===== config.mk =====
export PLATFORM = sky130hd
export DESIGN_NAME = fifo_unpacker
export DESIGN_NICKNAME = d
export VERILOG_FILES = /design/src/rtl/fifo_unpack_pkg.sv /design/src/rtl/unpack_chunk_sel.sv /design/src/rtl/fifo_unpacker.sv
export SDC_FILE = /design/constraint.sdc
export NUM_CORES = 1
export LEC_CHECK = 0
export ABC_CLOCK_PERIOD_IN_PS = 4250
export BUFFER_PORTS_ARGS = -buffer_cell sky130_fd_sc_hd__buf_2
export CAP_MARGIN = 20
export CORE_MARGIN = 1.5
export CORE_UTILIZATION = 53
export DETAILED_ROUTE_END_ITERATION = 8
export HOLD_SLACK_MARGIN = 0.08
export PLACE_DENSITY = 0.9
export SYNTH_ARGS = -nofsm -noshare
export SYNTH_HDL_FRONTEND = slang
export SYNTH_HIERARCHICAL = 1
export SYNTH_SLANG_ARGS = --single-unit

===== constraint.sdc =====
create_clock -name clk -period 4.25 [get_ports clk]
set_clock_uncertainty 0.1 [all_clocks]
set_input_delay 0.2125 -clock clk [delete_from_list [all_inputs] [get_ports clk]]
set_output_delay 0.2125 -clock clk [all_outputs]
set_load 0.01 [all_outputs]

===== src/rtl/fifo_unpack_pkg.sv =====
// Shared types and default widths for the FIFO unpacker.
// The chunk order is selected in unpack_chunk_sel by UNPACK_MSB_FIRST_EN.
package fifo_unpack_pkg;

    localparam int DEF_DATA_W = 16;
    localparam int DEF_OUT_W  = 4;

    typedef enum logic {ST_EMPTY, ST_HOLD} unpack_state_t;

endpackage


===== src/rtl/unpack_chunk_sel.sv =====
// Combinational DATA_W->OUT_W slice selector for the unpacker.
// Define UNPACK_MSB_FIRST_EN to emit the most-significant chunk first; default is LSB-first.
module unpack_chunk_sel
    import fifo_unpack_pkg::*;
#(
    parameter int DATA_W = DEF_DATA_W,
    parameter int OUT_W  = DEF_OUT_W,
    localparam int RATIO = DATA_W / OUT_W,
    localparam int CNT_W = $clog2(RATIO)
) (
    input  logic [DATA_W-1:0] word_i,
    input  logic [CNT_W-1:0]  idx_i,
    output logic [OUT_W-1:0]  chunk_o
);

    logic [CNT_W-1:0] sel;

`ifdef UNPACK_MSB_FIRST_EN
    assign sel = CNT_W'(RATIO - 1) - idx_i;
`else
    assign sel = idx_i;
`endif

    assign chunk_o = word_i[sel*OUT_W +: OUT_W];

endmodule


===== src/rtl/fifo_unpacker.sv =====
// Pops DATA_W words from a show-ahead FIFO and serializes them into OUT_W chunks on valid/ready.
// Chunk order follows UNPACK_MSB_FIRST_EN (see unpack_chunk_sel).
module fifo_unpacker
    import fifo_unpack_pkg::*;
#(
    parameter int DATA_W = DEF_DATA_W,
    parameter int OUT_W  = DEF_OUT_W,
    localparam int RATIO = DATA_W / OUT_W,
    localparam int CNT_W = $clog2(RATIO)
) (
    input  logic              clk,
    input  logic              reset,
    input  logic              fifo_empty_i,
    input  logic [DATA_W-1:0] fifo_data_i,
    output logic              fifo_pop_o,
    output logic              out_valid_o,
    output logic [OUT_W-1:0]  out_data_o,
    output logic              out_last_o,
    input  logic              out_ready_i
);

    localparam logic [CNT_W-1:0] LAST_IDX = CNT_W'(RATIO - 1);

    unpack_state_t     state_q, state_d;
    logic [CNT_W-1:0]  idx_q, idx_d;
    logic [DATA_W-1:0] word_q, word_d;
    logic              acc;
    logic              load;

    assign out_valid_o = (state_q == ST_HOLD);
    assign out_last_o  = (idx_q == LAST_IDX);
    assign acc         = out_valid_o & out_ready_i;
    // Reset gates the pop so a reset cycle never consumes a FIFO word.
    assign load        = !reset & !fifo_empty_i & ((state_q == ST_EMPTY) | (acc & out_last_o));
    assign fifo_pop_o  = load;

    always_comb begin
        state_d = state_q;
        idx_d   = idx_q;
        word_d  = word_q;
        if (load) begin
            word_d  = fifo_data_i;
            idx_d   = '0;
            state_d = ST_HOLD;
        end else if (acc) begin
            if (!out_last_o) begin
                idx_d = idx_q + CNT_W'(1);
            end else begin
                state_d = ST_EMPTY;
            end
        end
    end

    always_ff @(posedge clk) begin
        if (reset) begin
            state_q <= ST_EMPTY;
            idx_q   <= '0;
            word_q  <= '0;
        end else begin
            state_q <= state_d;
            idx_q   <= idx_d;
            word_q  <= word_d;
        end
    end

    unpack_chunk_sel #(
        .DATA_W (DATA_W),
        .OUT_W  (OUT_W)
    ) u_chunk_sel (
        .word_i  (word_q),
        .idx_i   (idx_q),
        .chunk_o (out_data_o)
    );

endmodule


==> metrics.csv, run 1 <==
metric,value,unit
clkTransAtPathRegs,0.10,ns
critPathKind,reg -> out,
cts_tree,done,
clock_sinks,19,
critPathCaptureType,primary output,
drv_cap,0,
place_inst,108,
fmax,0.397,GHz
ys_ff_latch,19,
syn_to_final_growth,32.3,%
synth_area,921,µm²
ios,27,
ctsResizeCount,0,
yosysSeqAreaShare,0.413,
status,"complete, but fails checks",
grt_pass1_vias,674,
ant_nets,0,
grt_pass1_wl,2910,µm
first_pass_iters,5,
cts_buffer_depth,2,
die_height,44.7,µm
slew_viol_final,0,
cts_setup_buffers,0,
die_width,44.7,µm
drt-total-wl,1770,µm
ys_warn_count,6,
rsz0062_at_grt,no,
worstPathCellList,"ha_1, a21boi_2, or3_1, inv_1, buf_2",
synth.distinct_cells,18,
fill_cells,104,
synthCells,70,
critical_path_buf_inv_count,2,
violations,DRC,
hold_viol,0,
hold_slack,0.0961,ns
hpwl,1140,µm
critPathRequiredTime,3.94,ns
clk_latency,0.29,ns
crit_path_max_incr_delay,0.68,ns
slew-limit-headroom,0.407,
period_minus_slack,2.52,ns
num_vias,669,
synth_nets,91,
numCtsBuffers,3,
vdd_ir_drop_max,0.211,mV
grt_max_degree,21,
dieArea,0.00200,mm²
final_cells,128,
wl_per_cell,13.8,µm
port_buffers,26,
arrival,2.21,ns
row_count,14,
fin_nets,134,
stdcell_area,0.00122,mm²
avgSynthCellArea,13.2,µm²
cts.hold.buffers_added,16,
postPlaceCellArea,0.00103,mm²
power_density,290,mW/mm²
path_max_fanout,17,
start_util,0.591,
min_path_type,in -> reg,
setup_tns,0,ns
startpoint_type,register,
antenna_found_initial,0,
worstMarginPinSlew,0.889,ns
crit_family,simple AND/OR/NAND/NOR gates,
fin_crit_sh,0.593,
cellLeakagePower,0.598,nW
drt_first_iter_violations,3,
avgViaCountPerCell,5.23,
core-area,0.00156,mm²
layout-drive-gt1-share,0.420,
grt.total_usage,0.202,
n_antenna_cell,0,
drc_errors,2,
routabilityCongestion,0.682,
finalSetupViolCount,0,
htreeDepth,1,
cts.root.buffer_cell,clkbuf_4,
grt_overflow_total,0,
critPathSlowestCell,or3_1,
finalPower,0.354,mW
metal layers:
layer | global-route usage | vias up | wire length (µm)
met2 | 0.368 | 22 | 872
met4 | 0.0545 | 0 | 11
met1 | 0.239 | 317 | 793
met5 | 0 | - | 0
met3 | 0.0367 | 2 | 86
li1 | - | 328 | -
path summary, 6_finish.rpt:
path / slack [ns] / startpoint / cells after the start / endpoint
setup / recovery: 1.73 / idx_q[0]$_SDFFE_PP0P_ / 5 / fifo_pop_o
hold / removal: 0.1 / fifo_empty_i / 3 / out_valid_o$_SDFFE_PP0P_
setup reg to reg: 2.07 / idx_q[0]$_SDFFE_PP0P_ / 4 / word_q[11]$_SDFFE_PP0P_
hold reg to reg: 0.52 / word_q[10]$_SDFFE_PP0P_ / 2 / word_q[10]$_SDFFE_PP0P_
cell families (layout without fill, tap and decap cells):
kind of cell | count (synthesis) | after routing | share of synthesized area
buffers and inverters | 5 | 47 | 0.0462
flip-flops | 19 | 19 | 0.413
XOR/XNOR | 1 | 1 | 0.00951
adder cells (fa/ha/maj) | 1 | 1 | 0.0136
AND/OR/NAND/NOR | 22 | 22 | 0.148
AO/OA/AOI/OAI | 1 | 1 | 0.0122
multiplexers | 21 | 21 | 0.357
stage by stage:
step | util | setup WS [ns]
CTS | 0.782 | 1.72
global route | 0.782 | 1.57
floorplan | - | 2.37
global placement | 0.662 | 2.14
finish | 0.782 | 1.73
detailed placement | 0.662 | 2.06
cell usage in the layout, fill, tap and decap left out:
cell type / instances
dfxtp_1: 19
clkbuf_4: 3
mux2_4: 9
mux2i_1: 1
nand3b_1: 1
xor2_1: 1
dlygate4sd3_1: 16
inv_1: 1
or3_1: 1
nor2b_1: 16
nor2_1: 1
mux2_2: 7
nor3_1: 2
buf_2: 26
mux4_1: 4
ha_1: 1
clkbuf_1: 1
a21boi_2: 1
and2b_2: 1
final cells by class:
| type | instances | area (µm²) | share of cell area |
|---|---|---|---|
| inverter | 1 | 3.75 | 0.00308 |
| tap | 16 | 20.0 | 0.0164 |
| sequential | 19 | 380 | 0.312 |
| clock buffer | 4 | 26.3 | 0.0216 |
| timing repair buffer | 42 | 290 | 0.238 |
| multi-input combinational | 46 | 498 | 0.409 |
tightest hold or removal path: stages:
cell and delay [ns]:
buf_2 0.08, and2b_2 0.13, nor2_1 0.03
synthesized netlist by cell type:
library cell	number	area, µm²
a21boi_2	1	11.3
nand3b_1	1	7.51
and2b_2	1	8.76
nor2_1	1	3.75
nor3_1	2	10.0
mux2_2	7	78.8
mux2i_1	1	10.0
nor2b_1	16	100
or3_1	1	6.26
mux4_1	4	105
dfxtp_1	19	380
inv_1	1	3.75
buf_12	1	20.0
xor2_1	1	8.76
clkbuf_1	2	7.51
mux2_4	9	135
buf_6	1	11.3
ha_1	1	12.5
registers in the layout, summed over array words and instances (netlist names):
| register | flops |
|---|---|
| word_q | 16 |
| idx_q | 2 |
| out_valid_o | 1 |
where the power goes:
group	total (mW)	switching, mW	internal (mW)
Combinational	0.0659	0.0219	0.0440
Sequential	0.197	0.00677	0.190
Clock	0.0907	0.0541	0.0365
No activity file was read; power rests on OpenSTA's default activity.
==> run 2, diff against run 1 <==
--- a/config.mk
+++ b/config.mk
@@ -5,14 +5,15 @@
 export SDC_FILE = /design/constraint.sdc
 export NUM_CORES = 1
 export LEC_CHECK = 0
-export ABC_CLOCK_PERIOD_IN_PS = 4250
+export ABC_CLOCK_PERIOD_IN_PS = 2300
 export BUFFER_PORTS_ARGS = -buffer_cell sky130_fd_sc_hd__buf_2
 export CAP_MARGIN = 20
+export CORE_ASPECT_RATIO = 0.7
 export CORE_MARGIN = 1.5
-export CORE_UTILIZATION = 53
+export CORE_UTILIZATION = 44
 export DETAILED_ROUTE_END_ITERATION = 8
 export HOLD_SLACK_MARGIN = 0.08
-export PLACE_DENSITY = 0.9
+export PLACE_DENSITY = 0.8
 export SYNTH_ARGS = -nofsm -noshare
 export SYNTH_HDL_FRONTEND = slang
 export SYNTH_HIERARCHICAL = 1
==> constraint.sdc (replaced) <==
create_clock -name clk -period 2.3 [get_ports clk]
set_clock_uncertainty 0.1 [all_clocks]
set_input_delay 0.115 -clock clk [delete_from_list [all_inputs] [get_ports clk]]
set_output_delay 0.115 -clock clk [all_outputs]
set_load 0.01 [all_outputs]
==> metrics.csv, run 2 (synthesized netlist as in run 1, its figures left out) <==
metric,value,unit
worstRegToRegCells,5,
clock_sinks,19,
startpoint_type,register,
hpwl,1050,µm
numCtsBuffers,3,
crit_path_max_incr_delay,0.50,ns
grt_pass1_wl,2640,µm
slew-limit-headroom,0.769,
registers.top_by_ff_count,word_q,
n_antenna_cell,0,
die_height,41.3,µm
drc_errors,3,
fmax,0.472,GHz
status,"complete, but fails checks",
htreeDepth,1,
cts.root.buffer_cell,clkbuf_4,
slew_viol_final,0,
period_minus_slack,2.12,ns
core-area,0.00192,mm²
ctsResizeCount,0,
worstMarginPinSlew,0.346,ns
power_density,523,mW/mm²
min_path_type,in -> reg,
syn_to_final_growth,35.1,%
drv_cap,0,
cellLeakagePower,0.606,nW
violations,DRC,
grt_pass1_vias,632,
reg2reg_from,idx_q[0]$_SDFFE_PP0P_,
first_pass_iters,8,
avgViaCountPerCell,4.91,
critPathRequiredTime,2.09,ns
rsz0062_at_grt,no,
ant_nets,0,
dieArea,0.00238,mm²
routabilityCongestion,0.777,
port_buffers,26,
setup_tns,0,ns
dp_slack,0.431,ns
crit_end,fifo_pop_o,
antenna_found_initial,0,
worstReg2RegEnd,word_q[8]$_SDFFE_PP0P_,
seq_area,380,µm²
path_max_fanout,17,
clk_latency,0.29,ns
grt.total_usage,0.158,
hold_viol,0,
critPathSlowestCell,dfxtp_1,
worstPathCellList,"ha_1, a21boi_2, or3_1, buf_4, inv_1, buf_2",
grt_overflow_total,0,
start_util,0.480,
grt_max_degree,21,
drt_first_iter_violations,37,
wl_per_cell,12.2,µm
die_width,57.7,µm
fill_cells,145,
cp-startpoint,idx_q[0]$_SDFFE_PP0P_,
arrival,1.90,ns
critPathKind,reg -> out,
r2r_slack,0.42,ns
drt-total-wl,1660,µm
critPathCaptureType,primary output,
layout-drive-gt1-share,0.421,
finalSetupViolCount,0,
setup_ws,0.183,ns
num_vias,668,
vdd_ir_drop_max,0.387,mV
fin_crit_sh,0.921,
fin_nets,136,
clkTransAtPathRegs,0.10,ns
row_count,13,
cts_buffer_depth,2,
cts_tree,done,
layout_commonest_cell,buf_2,
ios,27,
largest_reg_flops,16,
multi_input_area,498,µm²
final_cell_mix,"buf_2 (26), dfxtp_1 (19), dlygate4sd3_1 (17)",
-- run 2: changes by cell type in the layout (fill, tap and decap cells not counted), sizes merged --
cell / delta
buf: +1
dlygate4sd3: +1
-- run 2: what timing repair did --
| item | 4_1_cts | 5_1_grt |
|---|---|---|
| hold endpoints to repair | 17 | 0 |
| endpoints found under the setup margin | 0 | 0 |
| setup buffers | 0 | 0 |
| hold buffers | 17 | 0 |
-- run 2: final cells by class --
type	instances	area share
multi-input combinational	46	0.400
inverter	1	0.00302
timing repair buffer	44	0.247
tap	22	0.0221
sequential	19	0.306
clock buffer	4	0.0211
-- run 2: routing by layer --
metal,share of wire,global-route usage
met1,0.47,0.179
met2,0.45,0.281
met3,0.064,0.0726
met4,0.011,0.0407
met5,0,0
-- run 2: per-stage QoR --
step	total power [mW]	util	hold WS, ns	instances	instance area [µm²]
2_1_floorplan	0.442	-	0.158	70	921
5_1_grt	0.695	0.648	0.124	136	1240
4_1_cts	0.664	0.648	0.101	136	1240
6_report	0.650	0.648	0.0996	136	1240
3_3_place_gp	0.468	0.546	0.241	115	1050
3_5_place_dp	0.471	0.546	0.243	115	1050
-- run 2: critical path, delay by kind of cell (launching register included) --
family,cells,cell delay [ns]
AOI/OAI and AO/OA,1,0.07
buffers and inverters,3,0.49
DFF,1,0.50
adders and majority gates,1,0.26
and+or+nand+nor,1,0.30
-- run 2: worst min-delay path by stage --
| stage | start | to | cells past startpoint |
|---|---|---|---|
| after floorplan | fifo_data_i[15] | word_q[15]$_SDFFE_PP0P_ | 1 |
| after global placement | fifo_data_i[11] | word_q[11]$_SDFFE_PP0P_ | 2 |
| after detailed placement | fifo_data_i[3] | word_q[3]$_SDFFE_PP0P_ | 2 |
| after CTS | reset | out_valid_o$_SDFFE_PP0P_ | 2 |
| after global routing | reset | out_valid_o$_SDFFE_PP0P_ | 2 |
| final | reset | out_valid_o$_SDFFE_PP0P_ | 2 |
-- run 2: power by group --
| group | internal (mW) | switching [mW] | leakage (nW) |
|---|---|---|---|
| logic | 0.0828 | 0.0395 | 0.435 |
| registers | 0.352 | 0.0115 | 0.156 |
| clock network | 0.0674 | 0.0975 | 0.0150 |
| total | 0.502 | 0.149 | 0.606 |
